==> src/rtl/pipe_arbiter.sv <==
// Round-robin arbiter feeding a fixed-latency (a+b)*c pipe; a tag FIFO routes
// in-order pipe results back to the requester that issued them.
module pipe_arbiter #(
  parameter int unsigned DEPTH = 8
) (
  input  logic        clk,
  input  logic        rst_n,
  input  logic        req0_valid,
  input  logic        req1_valid,
  output logic        req0_ready,
  output logic        req1_ready,
  input  logic [30:0] req0_a,
  input  logic [30:0] req0_b,
  input  logic [31:0] req0_c,
  input  logic [30:0] req1_a,
  input  logic [30:0] req1_b,
  input  logic [31:0] req1_c,
  output logic        pipe_in_valid,
  output logic [30:0] pipe_in_1,
  output logic [30:0] pipe_in_2,
  output logic [31:0] pipe_in_3,
  input  logic        pipe_out_valid,
  input  logic [63:0] pipe_out,
  output logic        resp0_valid,
  output logic        resp1_valid,
  output logic [63:0] resp_data,
  output logic [3:0]  inflight,
  output logic        err
);

  localparam int unsigned PTR_W = $clog2(DEPTH);
  localparam int unsigned CNT_W = $clog2(DEPTH + 1);

  typedef struct packed {
    logic [30:0] a;
    logic [30:0] b;
    logic [31:0] c;
  } op_t;

  logic             last_grant;
  logic [DEPTH-1:0] tag_mem;
  logic [PTR_W-1:0] wr_ptr;
  logic [PTR_W-1:0] rd_ptr;
  logic [CNT_W-1:0] count;

  logic grant0_c, grant1_c, not_full_c;
  logic acc0_c, acc1_c, push_c, pop_c, head_tag_c;
  op_t  sel_op_c;

  // Round-robin grant: on a tie the requester that did not win last goes.
  always_comb begin
    grant0_c = 1'b0;
    grant1_c = 1'b0;
    case ({req1_valid, req0_valid})
      2'b01:   grant0_c = 1'b1;
      2'b10:   grant1_c = 1'b1;
      2'b11: begin
        if (last_grant) grant0_c = 1'b1;
        else            grant1_c = 1'b1;
      end
      default: ;
    endcase
  end

  // Full FIFO blocks issue even when a pop frees a slot in the same cycle.
  assign not_full_c = (count < CNT_W'(DEPTH));
  assign req0_ready = rst_n & grant0_c & not_full_c;
  assign req1_ready = rst_n & grant1_c & not_full_c;

  assign acc0_c     = req0_valid & req0_ready;
  assign acc1_c     = req1_valid & req1_ready;
  assign push_c     = acc0_c | acc1_c;
  assign pop_c      = pipe_out_valid & (count != '0);
  assign head_tag_c = tag_mem[rd_ptr];
  assign sel_op_c   = acc1_c ? op_t'{req1_a, req1_b, req1_c} : op_t'{req0_a, req0_b, req0_c};

  // Issue register toward the pipe; operands hold when nothing is issued.
  always_ff @(posedge clk or negedge rst_n) begin
    if (!rst_n) begin
      pipe_in_valid <= 1'b0;
      pipe_in_1     <= '0;
      pipe_in_2     <= '0;
      pipe_in_3     <= '0;
      last_grant    <= 1'b1;
    end else begin
      pipe_in_valid <= push_c;
      if (push_c) begin
        pipe_in_1  <= sel_op_c.a;
        pipe_in_2  <= sel_op_c.b;
        pipe_in_3  <= sel_op_c.c;
        last_grant <= acc1_c;
      end
    end
  end

  // Tag FIFO: one bit per in-flight result naming its requester.
  always_ff @(posedge clk or negedge rst_n) begin
    if (!rst_n) begin
      tag_mem <= '0;
      wr_ptr  <= '0;
      rd_ptr  <= '0;
      count   <= '0;
    end else begin
      if (push_c) begin
        tag_mem[wr_ptr] <= acc1_c;
        wr_ptr          <= wr_ptr + PTR_W'(1);
      end
      if (pop_c) rd_ptr <= rd_ptr + PTR_W'(1);
      case ({push_c, pop_c})
        2'b10:   count <= count + CNT_W'(1);
        2'b01:   count <= count - CNT_W'(1);
        default: ;
      endcase
    end
  end

  // Response routing and sticky error on a result with no owner.
  always_ff @(posedge clk or negedge rst_n) begin
    if (!rst_n) begin
      resp0_valid <= 1'b0;
      resp1_valid <= 1'b0;
      resp_data   <= '0;
      err         <= 1'b0;
    end else begin
      resp0_valid <= pop_c & ~head_tag_c;
      resp1_valid <= pop_c & head_tag_c;
      if (pop_c) resp_data <= pipe_out;
      if (pipe_out_valid && count == '0) err <= 1'b1;
    end
  end

  assign inflight = 4'(count);

endmodule

==> config.mk <==
export PLATFORM = sky130hd
export DESIGN_NAME = pipe_arbiter
export DESIGN_NICKNAME = d
export VERILOG_FILES = /design/src/rtl/pipe_arbiter.sv
export SDC_FILE = /design/constraint.sdc
export NUM_CORES = 1
export LEC_CHECK = 0
export CAP_MARGIN = 20
export CORE_AREA = 2 2 167 169
export CTS_CLUSTER_DIAMETER = 200
export CTS_CLUSTER_SIZE = 10
export DETAILED_ROUTE_END_ITERATION = 10
export DIE_AREA = 0 0 169 171
export SETUP_SLACK_MARGIN = 0.1
export SLEW_MARGIN = 20
export SYNTH_ARGS = -nofsm -noshare
export SYNTH_HDL_FRONTEND = slang
export SYNTH_SLANG_ARGS = --single-unit
==> constraint.sdc <==
create_clock -name clk -period 3.3 [get_ports clk]
set_clock_uncertainty 0.15 [all_clocks]
set_input_delay 0.66 -clock clk [delete_from_list [all_inputs] [get_ports clk]]
set_output_delay 0.66 -clock clk [all_outputs]
set_load 0.01 [all_outputs]
==> impl_metrics.json, run 1 <==
{
  "cts.sinks": 181,
  "worst_path_most_repeated_cell": "clkdlybuf4s50_1",
  "synth_seq_cells": 181,
  "max_freq_ghz": 0.349,
  "p_switching_mw": 3.46,
  "leakagePower_nw": 5.57,
  "final_util_pct": 47.0,
  "critPathRequiredTime_ns": 2.49,
  "die_area_mm2": 0.0289,
  "p_seq_share_pct": 37.2,
  "coreArea_mm2": 0.0273,
  "wl_per_cell_um": 16.1,
  "antenna_found_initial": 2,
  "synth_cell_types": 35,
  "final_cells": 1635,
  "remaining_drc_errors": 0,
  "grt_max_degree": 119,
  "clock-root-buffer": "clkbuf_16",
  "tns_ns": 0,
  "fin_crit_sh_pct": 86.8,
  "synth_top_cell_by_area": "dfrtp_1",
  "cts_setup_buffers": 0,
  "synth_area_mm2": 0.00778,
  "initial_core_util_pct": 28.5,
  "synth_commonest_cells": "nand2_1 (392), dfrtp_1 (180), nor2_1 (96)",
  "clockBufferDepth": 2,
  "cp-startpoint": "req1_valid",
  "final_hold_viol_count": 0,
  "ys_seq_area_share_pct": 58.2,
  "worst_setup_path_start_kind": "input port",
  "vdd_ir_drop_max_uv": 343,
  "dpl.cell_count": 1601,
  "numPortBuffers": 424,
  "vias": 7402,
  "insertion_delay_ns": 0.43,
  "pwr_density_cell_mw_per_mm2": 776,
  "synthArstFlopShare_pct": 100,
  "chipWidth_um": 169,
  "dpl.hpwl_um": 18800,
  "synth_top_area_share_pct": 57.9,
  "rsz0062_at_grt": "false",
  "synth_edf_count": 0,
  "num_rows": 61,
  "nNetsFinal": 1537,
  "p_sw_share_pct": 34.7,
  "r2r-start": "inflight[3]",
  "ys_warn_count": 0,
  "cts_resized": 0,
  "finalSetupViolCount": 0,
  "worstSetupPathType": "input port to output port",
  "cp_slowest_stage_delay_ns": 0.55,
  "grt_pass1_wl_um": 40500,
  "drv_slew": 0,
  "grt_util_all_layers_pct": 18.0,
  "synth.most_common_cell": "nand2_1",
  "crit_path_top_delay_cell": "clkdlybuf4s50_1",
  "synth.area.top_cells": "dfrtp_1 (58%), nand2_1 (19%), a31oi_1 (7.6%)",
  "critPathMaxFanout": 3,
  "cp_data_arrival_time_ns": 2.05,
  "area_delta_synth_final_pct": 65.1,
  "p_int_mw": 6.51,
  "fill_cells": 2681,
  "clockPowerShare_pct": 20.6,
  "firstDrtPassIters": 6,
  "dieHeight_um": 171,
  "timing.final.ws_setup_ns": 0.437,
  "hold_class": "input port to asynchronous set/reset pin",
  "layout-drive-gt1-share_pct": 4.35,
  "cap_violations": 0,
  "max-slew-margin-rel_pct": 42.3,
  "cts_made_buffers": 17,
  "clk_pin_slew_ns": 0.07,
  "hold_buffers": 0,
  "avgSynthCellArea_um2": 8.82,
  "path_cells": "clkdlybuf4s50_1, nand2b_1, and3_1, clkdlybuf4s50_1",
  "grt-ovfl-total": 0,
  "status": "finished clean",
  "cts_tree": "built",
  "drt-total-wl_um": 26300,
  "end_kind": "output port",
  "via_per_inst": 4.53,
  "syn_inst": 882,
  "drt_iter0_markers": 479,
  "io_pins": 425,
  "htreeDepth": 4,
  "place.gp.congestion": 0.778,
  "yosys_most_used_dff": "dfrtp_1",
  "period_needed_ns": 2.86,
  "grt_pass1_vias": 7417,
  "combPwrFrac_pct": 42.2,
  "max_slew.worst_pin.slew_ns": 0.865,
  "syn_nets": 1144,
  "ant_nets": 0,
  "pre_cts_slack_ns": 0.328
}
## cells in the final DEF (no fill, tap or decap), types with 2 or more instances in the layout
cell type        instances
clkinvlp_4               3
clkbuf_8                 2
clkbuf_16               17
buf_4                    6
inv_6                    5
xnor2_1                  5
nand2b_1                 3
xor2_1                   4
buf_12                   3
inv_8                    3
dfrtp_1                180
nor2_1                  96
o21ai_0                 12
nand2_1                392
clkinv_2                 3
o31ai_1                  7
clkdlybuf4s50_1        423
a31oi_1                 94
mux4_2                   2
ha_1                     5
## critical path: cells and delay by family
kind          cells  cell delay [ns]
buf+inv           2             1.04
simple gates      2             0.35
## metrics by stage
| stage | power (mW) | hold slack [ns] | instance area (um2) |
|---|---|---|---|
| after global routing | 10.7 | 0.339 | 12800 |
| final | 9.97 | 0.283 | 12800 |
| after detailed placement | 7.99 | 0.297 | 12200 |
| after CTS | 10.1 | 0.311 | 12800 |
| after global placement | 7.95 | 0.289 | 12200 |
| after floorplan | 5.54 | 0.214 | 7780 |
## worst paths after layout
path,endpoint,slack [ns],cells after the start
max reg2reg,inflight[2],0.92,10
max in group asynchronous,pipe_in_2[23],1.57,3
min,inflight[2],0.28,2
max,req0_ready,0.44,4
min in group clk,err,0.31,1
min reg2reg,err,0.31,1
## logic make-up after synthesis
| group | share of synthesized area [%] |
|---|---|
| adder cells (fa/ha/maj) | 0.804 |
| AO/OA/AOI/OAI | 9.49 |
| multiplexers | 0.852 |
| flip-flops | 58.2 |
| buffers and inverters | 4.69 |
| XOR/XNOR | 1.01 |
| AND/OR/NAND/NOR | 24.9 |
## cell type report
class | count | area, um2 | share of cell area, %
Sequential cell | 181 | 4530 | 35.3
Inverter | 4 | 21.3 | 0.166
Timing Repair Buffer | 434 | 4380 | 34.1
Tap cell | 346 | 433 | 3.37
Antenna cell | 1 | 2.50 | 0.0195
Multi-Input combinational cell | 637 | 2900 | 22.6
Clock buffer | 18 | 439 | 3.42
Clock inverter | 14 | 140 | 1.09
## power groups by stage
stage                     Combinational (mW)  Clock [mW]  Sequential (mW)
after floorplan                         1.51           0             4.03
after global routing                    4.61        2.20             3.84
final                                   4.21        2.05             3.71
after global placement                  4.23           0             3.72
after CTS                               4.26        2.13             3.72
after detailed placement                4.25           0             3.75
## flip-flops by register name, summed over array words and instances, names as in the netlist
name           flops
resp1_valid        1
pipe_in_1         31
pipe_in_3         32
resp0_valid        1
rd_ptr             3
pipe_in_valid      1
inflight           4
tag_mem            8
last_grant         1
pipe_in_2         31
resp_data         64
wr_ptr             3
err                1
## layer usage
layer  GRT usage, %  share of wire, %  vias to the layer above
li1               -                 -                     3646
met1           22.2                43                     3418
met2           29.3                46                      307
met3           7.15               9.5                       31
met4           4.98               1.6                        0
met5              0                 0                        -
Note: power is estimated with default switching activity, not from simulation.
==> inputs of run 2 (changes only) <==
Settings changed: RECOVER_POWER set to 25.
==> run 2 against run 1 <==
Compared with the run above: setup slack got worse by 0.026 ns; highest routed layer unchanged; final cell count did not move; combinational power barely moved; global-route usage did not move; sequential share of layout area rose by 0.062 points; via count rose by 0.42%; the flow now finishes with violations (max-capacitance violations, max-slew violations); die area did not move; largest cell class unchanged; fmax fell by 0.90%; first-iteration DRC count rose by 2.3%; non-clock buffer count did not move.
==> impl_metrics.json, run 2 (synthesis results as in run 1) <==
{
  "status": "finished, violations left",
  "violations": "max-capacitance violations, max-slew violations",
  "critPathMaxFanout": 5,
  "p_int_mw": 6.51,
  "wl_per_cell_um": 16.1,
  "p_sw_share_pct": 34.7,
  "worstSetupPathType": "input port to flop",
  "vias": 7433,
  "p_switching_mw": 3.45,
  "remaining_drc_errors": 0,
  "final_cell_mix": "clkdlybuf4s50_1 (423), nand2_1 (392), dfrtp_1 (180)",
  "hold_class": "flop to flop",
  "end_kind": "flop",
  "clockPowerShare_pct": 20.6,
  "finalPower_mw": 9.96,
  "clockBufferDepth": 2,
  "hold_buffers": 0,
  "largest-register": "resp_data",
  "ant_nets": 0,
  "drv_slew": 64,
  "nNetsFinal": 1537,
  "via_per_inst": 4.55,
  "drt_iter0_markers": 490,
  "initial_core_util_pct": 28.5,
  "final_util_pct": 46.9,
  "combPwrFrac_pct": 42.2,
  "chipWidth_um": 169,
  "io_pins": 425,
  "worst_setup_path_start_kind": "input port",
  "grt_max_degree": 119,
  "htreeDepth": 4,
  "cts_setup_buffers": 0,
  "area_delta_synth_final_pct": 64.8,
  "grt_pass1_wl_um": 40500,
  "tns_ns": 0,
  "dpl.cell_count": 1601,
  "reg2reg_slack_ns": 0.75,
  "clock-root-buffer": "clkbuf_16",
  "num_rows": 61,
  "grt_pass1_vias": 7417,
  "drt-total-wl_um": 26400,
  "firstDrtPassIters": 4,
  "p_seq_share_pct": 37.2,
  "final_hold_viol_count": 0,
  "grt_util_all_layers_pct": 18.0,
  "timing.final.ws_setup_ns": 0.411,
  "top_regs": "resp_data (64), pipe_in_3 (32)",
  "hold_path_depth": 1,
  "max_slew.worst_pin.slew_ns": 1.67,
  "fin_crit_sh_pct": 87.6,
  "leakagePower_nw": 5.57,
  "fin_area_mm2": 0.0128,
  "clk_pin_slew_ns": 0.07,
  "place_area_mm2": 0.0122,
  "holdPathEnd": "err",
  "min-delay-start": "err",
  "period_needed_ns": 2.89,
  "cts_tree": "built",
  "fill_cells": 2687,
  "place.gp.congestion": 0.778,
  "dpl.hpwl_um": 18800,
  "die_area_mm2": 0.0289,
  "numPortBuffers": 424,
  "finalSetupViolCount": 0,
  "pwr_density_cell_mw_per_mm2": 777,
  "dieHeight_um": 171,
  "rsz0062_at_grt": "false",
  "multiInputGateArea_mm2": 0.00289,
  "max_freq_ghz": 0.346,
  "largest_register_ff_count": 64,
  "antenna_found_initial": 2,
  "holdWs_ns": 0.309,
  "coreArea_mm2": 0.0273,
  "vdd_ir_drop_max_uv": 345,
  "critPathRequiredTime_ns": 3.47,
  "cp_data_arrival_time_ns": 3.06,
  "rr_worst_depth": 9,
  "cts.sinks": 181,
  "cts_made_buffers": 17,
  "r2r-start": "inflight[3]",
  "pre_cts_slack_ns": 0.328,
  "insertion_delay_ns": 0.43,
  "timing.rr.end": "inflight[2]",
  "final_cells": 1635,
  "max-slew-margin-rel_pct": -11.5,
  "layout-drive-gt1-share_pct": 4.11,
  "register_area_mm2": 0.00453,
  "cap_violations": 1,
  "grt-ovfl-total": 0,
  "cts_resized": 0,
  "final_common_cell": "clkdlybuf4s50_1"
}
-- run 2: changes by cell type in the layout (fill, tap and decap cells not counted), sizes merged --
cell,delta
buf,-1
clkbuf,+1
-- run 2: cell type report --
cell class	count	area share, %
Sequential cell	181	35.3
Timing Repair Buffer	434	34.1
Multi-Input combinational cell	637	22.5
Clock buffer	18	3.42
Tap cell	346	3.38
Clock inverter	14	1.09
Inverter	4	0.166
Antenna cell	1	0.0195
-- run 2: per-layer routing --
layer  up-vias  wire, um  track usage (%)
met4         0       427             4.98
met3        31      2560             7.15
met2       320     12200             29.3
met5         -         0                0
met1      3439     11200             22.2
li1       3643         -                -
-- run 2: power groups by stage --
stage / Combinational (mW) / Clock (mW) / Sequential (mW)
global route: 4.61 / 2.20 / 3.84
CTS: 4.26 / 2.13 / 3.72
finish: 4.20 / 2.05 / 3.71
detailed placement: 4.25 / 0 / 3.75
global placement: 4.23 / 0 / 3.72
floorplan: 1.51 / 0 / 4.03
-- run 2: worst max path at each step --
stage	start	endpoint
finish	req0_valid	inflight[2]
global route	req0_valid	inflight[2]
CTS	req1_valid	req0_ready
detailed placement	req0_valid	pipe_in_3[11]
global placement	req0_valid	pipe_in_3[11]
floorplan	inflight[3]	inflight[2]
-- run 2: critical path, stage by stage --
cell and delay (ns):
clkdlybuf4s50_1 0.47, o21ai_0 0.75, ha_1 0.38, xor2_1 0.09, ha_1 0.18, a21oi_1 0.14
xor2_1 0.17, nor2_1 0.07, xor2_1 0.14
==> inputs of run 3 (changes only) <==
Settings changed: PLACE_DENSITY set to 0.67.
==> run 3 against run 2 <==
Compared with the run above: the flow now finishes without violations; routed wire length decreased by 2.5%; sequential power barely moved; critical endpoint is now req1_ready; via count decreased by 0.79%; largest cell class unchanged; final cell count hardly changed; critical path depth down 4; design area is 0.43% lower; combinational power barely moved; highest routed layer unchanged; hold slack better by 0.016 ns; flip-flop and latch count unchanged.
==> impl_metrics.json, run 3 (synthesis results as in run 1) <==
{
  "cp_data_arrival_time_ns": 2.15,
  "cts_resized": 0,
  "num_rows": 61,
  "max_freq_ghz": 0.338,
  "coreArea_mm2": 0.0273,
  "holdWs_ns": 0.325,
  "hold_buffers": 0,
  "largest-register": "resp_data",
  "wl_per_cell_um": 15.7,
  "vias": 7374,
  "area_delta_synth_final_pct": 64.1,
  "max_slew.worst_pin.slew_ns": 1.38,
  "clockPowerShare_pct": 20.9,
  "multiInputGateArea_mm2": 0.00288,
  "cp-startpoint": "req0_valid",
  "antenna_found_initial": 0,
  "critPathRequiredTime_ns": 2.49,
  "grt_util_all_layers_pct": 17.5,
  "fill_cells": 2677,
  "remaining_drc_errors": 0,
  "final_common_cell": "clkdlybuf4s50_1",
  "finalPower_mw": 9.98,
  "fin_area_mm2": 0.0128,
  "status": "finished clean",
  "worstSetupPathType": "input port to output port",
  "leakagePower_nw": 5.54,
  "p_int_mw": 6.57,
  "dpl.hpwl_um": 18400,
  "p_sw_share_pct": 34.2,
  "critPathMaxFanout": 5,
  "vdd_ir_drop_max_uv": 342,
  "chipWidth_um": 169,
  "clockBufferDepth": 2,
  "antenna_cells": 0,
  "dieHeight_um": 171,
  "rr_worst_depth": 10,
  "hold_class": "flop to flop",
  "numPortBuffers": 424,
  "cts_setup_buffers": 0,
  "layout-drive-gt1-share_pct": 3.80,
  "firstDrtPassIters": 4,
  "rsz0062_at_grt": "false",
  "combPwrFrac_pct": 41.9,
  "die_area_mm2": 0.0289,
  "reg2reg_slack_ns": 0.76,
  "nNetsFinal": 1537,
  "io_pins": 425,
  "clock-root-buffer": "clkbuf_16",
  "fin_crit_sh_pct": 89.6,
  "grt_max_degree": 100,
  "htreeDepth": 4,
  "cap_violations": 0,
  "initial_core_util_pct": 28.5,
  "via_per_inst": 4.51,
  "drt_iter0_markers": 455,
  "period_needed_ns": 2.96,
  "r2r-start": "inflight[1]",
  "drt-total-wl_um": 25700,
  "place_area_mm2": 0.0122,
  "largest_register_ff_count": 64,
  "register_area_mm2": 0.00453,
  "grt_pass1_wl_um": 39600,
  "max-slew-margin-rel_pct": 8.16,
  "p_switching_mw": 3.41,
  "finalSetupViolCount": 0,
  "clk_pin_slew_ns": 0.07,
  "place.gp.congestion": 0.794,
  "p_seq_share_pct": 37.2,
  "ant_nets": 0,
  "drv_slew": 0,
  "final_cell_mix": "clkdlybuf4s50_1 (422), nand2_1 (392), dfrtp_1 (180)",
  "cts.sinks": 181,
  "grt_pass1_vias": 7284,
  "worst_setup_path_start_kind": "input port",
  "final_hold_viol_count": 0,
  "timing.rr.end": "inflight[2]",
  "cts_tree": "built",
  "tns_ns": 0,
  "end_kind": "output port",
  "pwr_density_cell_mw_per_mm2": 781,
  "endpoint": "req1_ready",
  "grt-ovfl-total": 0,
  "insertion_delay_ns": 0.42,
  "cts_made_buffers": 17,
  "top_regs": "resp_data (64), pipe_in_3 (32)"
}
-- run 3: cell types whose count changed in the layout (fill, tap and decap cells not counted), sizes merged --
cell / before / now
dlygate4sd3: 0 / 1
inv: 10 / 8
clkdlybuf4s50: 423 / 422
buf: 9 / 5
clkbuf: 20 / 26
bufinv: 1 / 2
diode: 1 / 0
clkinv: 4 / 3
-- run 3: worst min path at each step --
stage | startpoint | to | slack [ns] | cells past startpoint
2_1_floorplan | rst_n | err | 0.21 | 0
3_3_place_gp | err | err | 0.29 | 1
3_5_place_dp | resp_data[58] | resp_data[58] | 0.31 | 2
4_1_cts | rst_n | resp_data[58] | 0.26 | 2
5_1_grt | resp_data[7] | resp_data[7] | 0.35 | 2
6_report | resp_data[58] | resp_data[58] | 0.33 | 2
-- run 3: final cells by class --
cell class / instances / area share, %
Clock buffer: 20 / 3.50
Clock inverter: 12 / 1.13
Multi-Input combinational cell: 637 / 22.5
Inverter: 4 / 0.167
Tap cell: 346 / 3.39
Sequential cell: 181 / 35.5
Timing Repair Buffer: 434 / 33.8
-- run 3: worst max-delay path, stage by stage --
cell             delay (ns)
dlygate4sd3_1          0.61
nand2_1                0.08
nand3_1                0.14
clkinvlp_2             0.12
clkdlybuf4s50_1        0.54
-- run 3: power groups by stage --
stage	Combinational (mW)	Sequential (mW)	Clock, mW
floorplan	1.51	4.03	0
global placement	4.22	3.72	0
detailed placement	4.25	3.75	0
CTS	4.26	3.73	2.18
global route	4.59	3.83	2.26
finish	4.18	3.71	2.09
-- run 3: per-stage QoR --
stage | worst slack (ns) | util, % | cells
global placement | 0.377 | 44.8 | 1602
CTS | 0.454 | 47.0 | 1634
detailed placement | 0.366 | 44.8 | 1602
finish | 0.343 | 46.7 | 1634
floorplan | 0.771 | - | 882
global route | 0.282 | 46.7 | 1634
-- run 3: metal layers --
| metal | global-route usage [%] | up-vias | wire length, um |
|---|---|---|---|
| met4 | 4.91 | 0 | 330 |
| met5 | 0 | - | 0 |
| li1 | - | 3646 | - |
| met2 | 28.5 | 290 | 12000 |
| met3 | 6.48 | 21 | 2240 |
| met1 | 21.7 | 3417 | 11100 |
==> variant 1 (flow settings as in run 2) <==
Change the parameter `DEPTH` from 8 to 32.
--- a/src/rtl/pipe_arbiter.sv
+++ b/src/rtl/pipe_arbiter.sv
@@ -1,7 +1,7 @@
 // Round-robin arbiter feeding a fixed-latency (a+b)*c pipe; a tag FIFO routes
 // in-order pipe results back to the requester that issued them.
 module pipe_arbiter #(
-  parameter int unsigned DEPTH = 8
+  parameter int unsigned DEPTH = 32
 ) (
   input  logic        clk,
   input  logic        rst_n,
Check against the original RTL: no difference found for any inputs over 4 cycles, from zero or initial values and one cycle with rst_n low; that may be too few to reach the edited logic, so the function may still have changed.
==> variant 1 against run 2 <==
The run still ends with max-capacitance violations, max-slew violations left; sequential cell count is 30 higher; final area is 13% higher; worst setup slack worse by 55 ps; area after synthesis is 20% higher; total power is 8.5% higher; register-to-register slack worse by 350 ps; clock power is 18% higher; routed wire length is 18% higher.
==> variant 1: results (changes against run 2) <==
Outcome
  • Status: finished, violations left
  • Violated checks: max-capacitance violations, max-slew violations

Clock tree
  • CTS Buf Count: 25 (+8)
  • Root buf cell: clkbuf_16
  • Setup Buffers After CTS: 0 (unchanged)
  • H-tree depth: 1 (-3)
  • Clock buffer depth: 3 (+1)
  • Clk_lat worst skew: 520 ps (+90 ps)
  • Resized cells post-CTS: 0 (unchanged)
  • CTS hold repair buffers: 0 (unchanged)
  • Clock slew at the register clock pins of the worst setup and hold paths: 60 ps

Synth
  • Post-synth ARST share: 100.0% (unchanged)
  • Netlist cell types: 40 (+14%)
  • Synth warnings: 0 (unchanged)
  • Synth cell count leaders: nand2_1 (423), dfrtp_1 (210), nor2_1 (100), a31oi_1 (97), clkbuf_1 (36)
  • Ranking of synthesized cells by area: dfrtp_1 (56%), nand2_1 (17%), a31oi_1 (6.5%), nor2_1 (4.0%), buf_2 (1.7%)
  • Post-synthesis net count: 1329 (+16%)
  • Seq/Total Area, Yosys: 56.33% (-1.9 points)

Global routing
  • Met2 GRT Util: 34.43% (+5.1 points)
  • Initial antenna violation count: 5 (+3)
  • GRT Util Overall: 20.70% (+2.7 points)
  • Met3 GRT Util: 8.790% (+1.6 points)
  • Largest net degree at the start of global routing: 149 (+25%)
  • First-pass GRT wire length: 47280 um (+17%)
  • Vias in the first global route: 8445 (+14%)
  • GRT met1 Usage: 24.71% (+2.5 points)

Worst setup path
  • Flop2flop setup slack: 400 ps (-350 ps)
  • CP endpoint: req1_ready
  • Worst reg2reg endpoint: count[3]
  • Worst EP arrival: 2130 ps (-930 ps)
  • Worst Path Max Fanout: 4 (-1)
  • Crit. Startpoint: count[5]
  • FF-to-FF path depth: 10 (+1)
  • Worst r2r src: count[3]

Route
  • First-pass iteration count of the detailed router: 5 (+1)
  • Via count: 8615 (+16%)
  • Drt initial violations: 486 (-0.82%)
  • Routed WL per cell: 17.16 um (+6.5%)

Power
  • Leakage power total: 6.312 nW (+13%)
  • Max IR drop VDD: 0.0003974 V (+15%)
  • Switching power: 0.003681 W (+6.6%)
  • Total sequential power: 0.00409 W (+10%)
  • Clk pwr share: 22.4% (+1.8 points)

STA
  • Worst-Margin Slew: 1717 ps (+44.88 ps)
  • Slew Limit Fails: 64 (unchanged)

Cells and area
  • Filler cells: 2536 (-5.6%)
  • Largest registers: resp_data (64), pipe_in_3 (32), tag_mem (32)
  • Ratio of cells with drive above 1 in the final layout: 4.455% (+0.34 points)
  • Post-layout nets: 1714 (+12%)

Placed design
  • Placer congestion estimate: 0.8117 (+4.3%)
  • Dpl cell area: 0.01385 mm^2 (+13%)
  • Post-DP HPWL: 21210 um (+13%)
  • PortBufs: 424 (unchanged)

Flow run
  • MaxCap Viol Count: 1 (unchanged)

Worst hold path
  • Hold WC Path Type: reg -> reg
variant 1: how the worst min path moves through the flow:
stage / end / cells past startpoint / slack (ps) / startpoint
global placement: resp_data[22] / 2 / 310 / resp_data[22]
global route: resp_data[35] / 2 / 330 / resp_data[35]
CTS: resp_data[15] / 2 / 220 / rst_n
finish: resp_data[0] / 2 / 320 / resp_data[0]
detailed placement: resp_data[62] / 2 / 310 / resp_data[62]
floorplan: count[0] / 0 / 210 / rst_n
variant 1: through the flow:
step	worst slack, ps	utilization, %	total power (W)	std cells
floorplan	164.9	-	0.006050	1064
global placement	313.0	50.69	0.008433	1768
detailed placement	238.8	50.69	0.008456	1768
CTS	407.3	53.18	0.01098	1805
global route	226.3	53.15	0.01155	1809
finish	355.9	53.15	0.01081	1809
variant 1: per-layer routing:
metal  vias up  wire length (um)
met5         -                12
met4         2               569
met3        38              3501
met2       330             14560
met1      4001             12400
li1       4244                 -
variant 1: kinds of logic after synthesis:
family          synth area share [%]
compound gates                 8.994
xor+xnor                       1.401
fa+ha+maj                      1.068
buf+inv                        4.377
flops                          56.33
mux                            3.163
simple gates                   24.67
variant 1: area by class of cell:
class                   count  area (um^2)  area share (%)
well taps                 346        432.9           2.981
repair buffers            438         4387           30.21
inverters                   8        36.28          0.2499
clock inverters             2        17.52          0.1206
flip-flops and latches    211         5281           36.37
diodes                      4        10.01         0.06893
clock buffers              35        663.1           4.567
multi-input cells         765         3694           25.44
variant 1: worst max-delay path, stage by stage, from the launching register on:
cell and delay (ps):
dfrtp_1 400, nor2b_1 190, clkbuf_1 240, nand3_4 120, clkinv_2 80, clkdlybuf4s50_1 580
==> variant 2 (settings of run 2) <==
Without the edit above. Register the output `err` once more, cleared by the reset; this adds one clock of latency there. The other outputs are not delayed to match.
--- a/src/rtl/pipe_arbiter.sv
+++ b/src/rtl/pipe_arbiter.sv
@@ -36,6 +36,8 @@
     logic [30:0] b;
     logic [31:0] c;
   } op_t;
+
+  logic err_s0;
 
   logic             last_grant;
   logic [DEPTH-1:0] tag_mem;
@@ -120,16 +122,24 @@
       resp0_valid <= 1'b0;
       resp1_valid <= 1'b0;
       resp_data   <= '0;
-      err         <= 1'b0;
+      err_s0      <= 1'b0;
     end else begin
       resp0_valid <= pop_c & ~head_tag_c;
       resp1_valid <= pop_c & head_tag_c;
       if (pop_c) resp_data <= pipe_out;
-      if (pipe_out_valid && count == '0) err <= 1'b1;
+      if (pipe_out_valid && count == '0) err_s0 <= 1'b1;
     end
   end
 
   assign inflight = 4'(count);
 
+  always_ff @(posedge clk or negedge rst_n) begin
+    if (!rst_n) begin
+      err <= '0;
+    end else begin
+      err <= err_s0;
+    end
+  end
+
 endmodule
 
Check against the original RTL: not equivalent (Yosys sat finds a counterexample within 4 cycles, from zero or initial values and one cycle with rst_n low).
==> variant 2 against run 2 <==
Routed wire length up 3.2%; sequential cell count up 1; non-clock buffer count increased by 4; sequential share of layout area is 0.12 points lower; final area rose by 0.89%; combinational power is 1% lower; sequential power about the same; worst setup slack worse by 250 ps; final cell count is 0.18% higher; worst hold slack got worse by 66 ps; register-to-register slack lost 60 ps; highest routed layer is now met5; critical endpoint is now req1_ready; total power grew 0.62%; largest power group unchanged; area after synthesis rose by 0.34%.
==> variant 2: results (changes against run 2) <==
Clock tree
  • H-tree depth: 4 (unchanged)
  • Clock slew at the register clock pins of the worst setup and hold paths: 90 ps (+20 ps)
  • Clk_lat worst skew: 420 ps
  • Root buf cell: clkbuf_16
  • CTS Buf Count: 17 (unchanged)

Placed design
  • Post-DP HPWL: 19320 um (+2.5%)
  • Placer congestion estimate: 0.7951 (+2.2%)
  • Placed cell count: 1604 (+0.19%)
  • PortBufs: 424 (unchanged)
  • Pre-CTS setup slack: 312.2 ps (-15.63 ps)

Worst setup path
  • Flop2flop setup slack: 690 ps (-60 ps)
  • CP top delay family: buffers and inverters
  • Worst stage delay on the critical path: 570 ps (-180 ps)
  • CP endpoint: req1_ready
  • FF-to-FF path depth: 6 (-3)
  • Crit-path slowest cell: clkdlybuf4s50_1
  • Worst Path Max Fanout: 6 (+1)
  • Crit. Startpoint: rst_n
  • Worst r2r src: inflight[0]
  • Worst reg2reg endpoint: resp_data[46]
  • Worst EP arrival: 2330 ps (-730 ps)

Global routing
  • GRT Util Overall: 18.53% (+0.54 points)
  • Initial antenna violation count: 0 (-2)
  • First-pass GRT wire length: 41540 um (+2.5%)
  • Largest net degree at the start of global routing: 100 (-16%)
  • Vias in the first global route: 7377 (-0.54%)

Route
  • Vias per Instance: 4.568 (+0.47%)
  • Via count: 7482 (+0.66%)
  • Routed WL per cell: 16.61 um (+3.0%)
  • Drt initial violations: 487 (-0.61%)
  • First-pass iteration count of the detailed router: 4 (unchanged)

Synth
  • Synth warnings: 0 (unchanged)
  • Seq/Total Area, Yosys: 58.34% (+0.12 points)
  • Netlist cell types: 34 (-2.9%)
  • Ranking of synthesized cells by area: dfrtp_1 (58%), nand2_1 (19%), a31oi_1 (7.5%), nor2_1 (4.6%), buf_2 (2.0%)
  • Top cell type's share of synthesized area: 58.00% (+0.13 points)
  • Synth cell count leaders: nand2_1 (391), dfrtp_1 (181), nor2_1 (96), a31oi_1 (94), buf_2 (31)
  • Post-synth ARST share: 100.0% (unchanged)

Power
  • Leakage power total: 5.658 nW (+1.6%)
  • Max IR drop VDD: 0.0003127 V (-9.2%)
  • Clk. pwr: 0.00215 W (+5%)
  • Switching power: 0.003586 W (+3.8%)
  • Total sequential power: 0.00372 W (about the same)

Cells and area
  • Ratio of cells with drive above 1 in the final layout: 4.412% (+0.30 points)
  • Filler cells: 2660 (-1.0%)
  • Post-layout nets: 1541 (+0.26%)
  • Largest registers: resp_data (64), pipe_in_3 (32)
  • Diodes inserted: 0 (-1)

STA
  • Final Cycle Share: 95.14% (+7.6 points)
  • Worst-Margin Slew: 1438 ps (-234.2 ps)

Outcome
  • Status: completed
[variant 2: metal layers]
metal	up-vias	part of all wire, %	global-route usage, %
li1	3657	-	-
met1	3498	42	22.93
met2	297	47	30.26
met3	28	9.1	6.893
met4	2	1.8	5.574
met5	-	0.018	0
[variant 2: repair_timing]
item                                    CTS  global route
hold buffers                              1             0
resized for setup                         0             1
buffers inserted                          0             1
endpoints found under the setup margin    0             1
endpoints found under the hold margin     4             0
[variant 2: area by class of cell]
class,instances,area [um^2],area share (%)
Sequential cell,182,4556,35.21
Timing Repair Buffer,438,4407,34.06
Multi-Input combinational cell,636,2897,22.38
Tap cell,346,432.9,3.346
Clock buffer,17,425.4,3.288
Clock inverter,15,201.4,1.557
Inverter,4,21.27,0.1644
[variant 2: per-stage QoR]
stage | hold WS, ps | area, um^2 | total power, W
CTS | 250.1 | 12940 | 0.01025
global route | 271.5 | 12940 | 0.01073
finish | 243.8 | 12940 | 0.01003
detailed placement | 229.5 | 12300 | 0.008039
floorplan | 205.4 | 7809 | 0.005547
global placement | 220.0 | 12300 | 0.007991
[variant 2: cell families (layout without fill, tap and decap cells)]
logic type,Yosys count,in the layout,share of synthesized area [%]
adders and majority gates,5,5,0.8012
DFF,182,182,58.34
muxes,5,5,0.9774
AOI/OAI and AO/OA,116,116,9.357
and+or+nand+nor,501,501,24.84
buffers and inverters,64,474,4.679
xor gates and xnor gates,9,9,1.009
[variant 2: worst min-delay path by stage]
stage / start / endpoint / slack [ps] / cells after the start
2_1_floorplan: rst_n / err / 210 / 0
3_3_place_gp: err_s0 / err / 220 / 0
3_5_place_dp: err_s0 / err / 230 / 0
4_1_cts: err_s0 / err / 250 / 0
5_1_grt: err_s0 / err / 270 / 0
6_report: err_s0 / err / 240 / 0
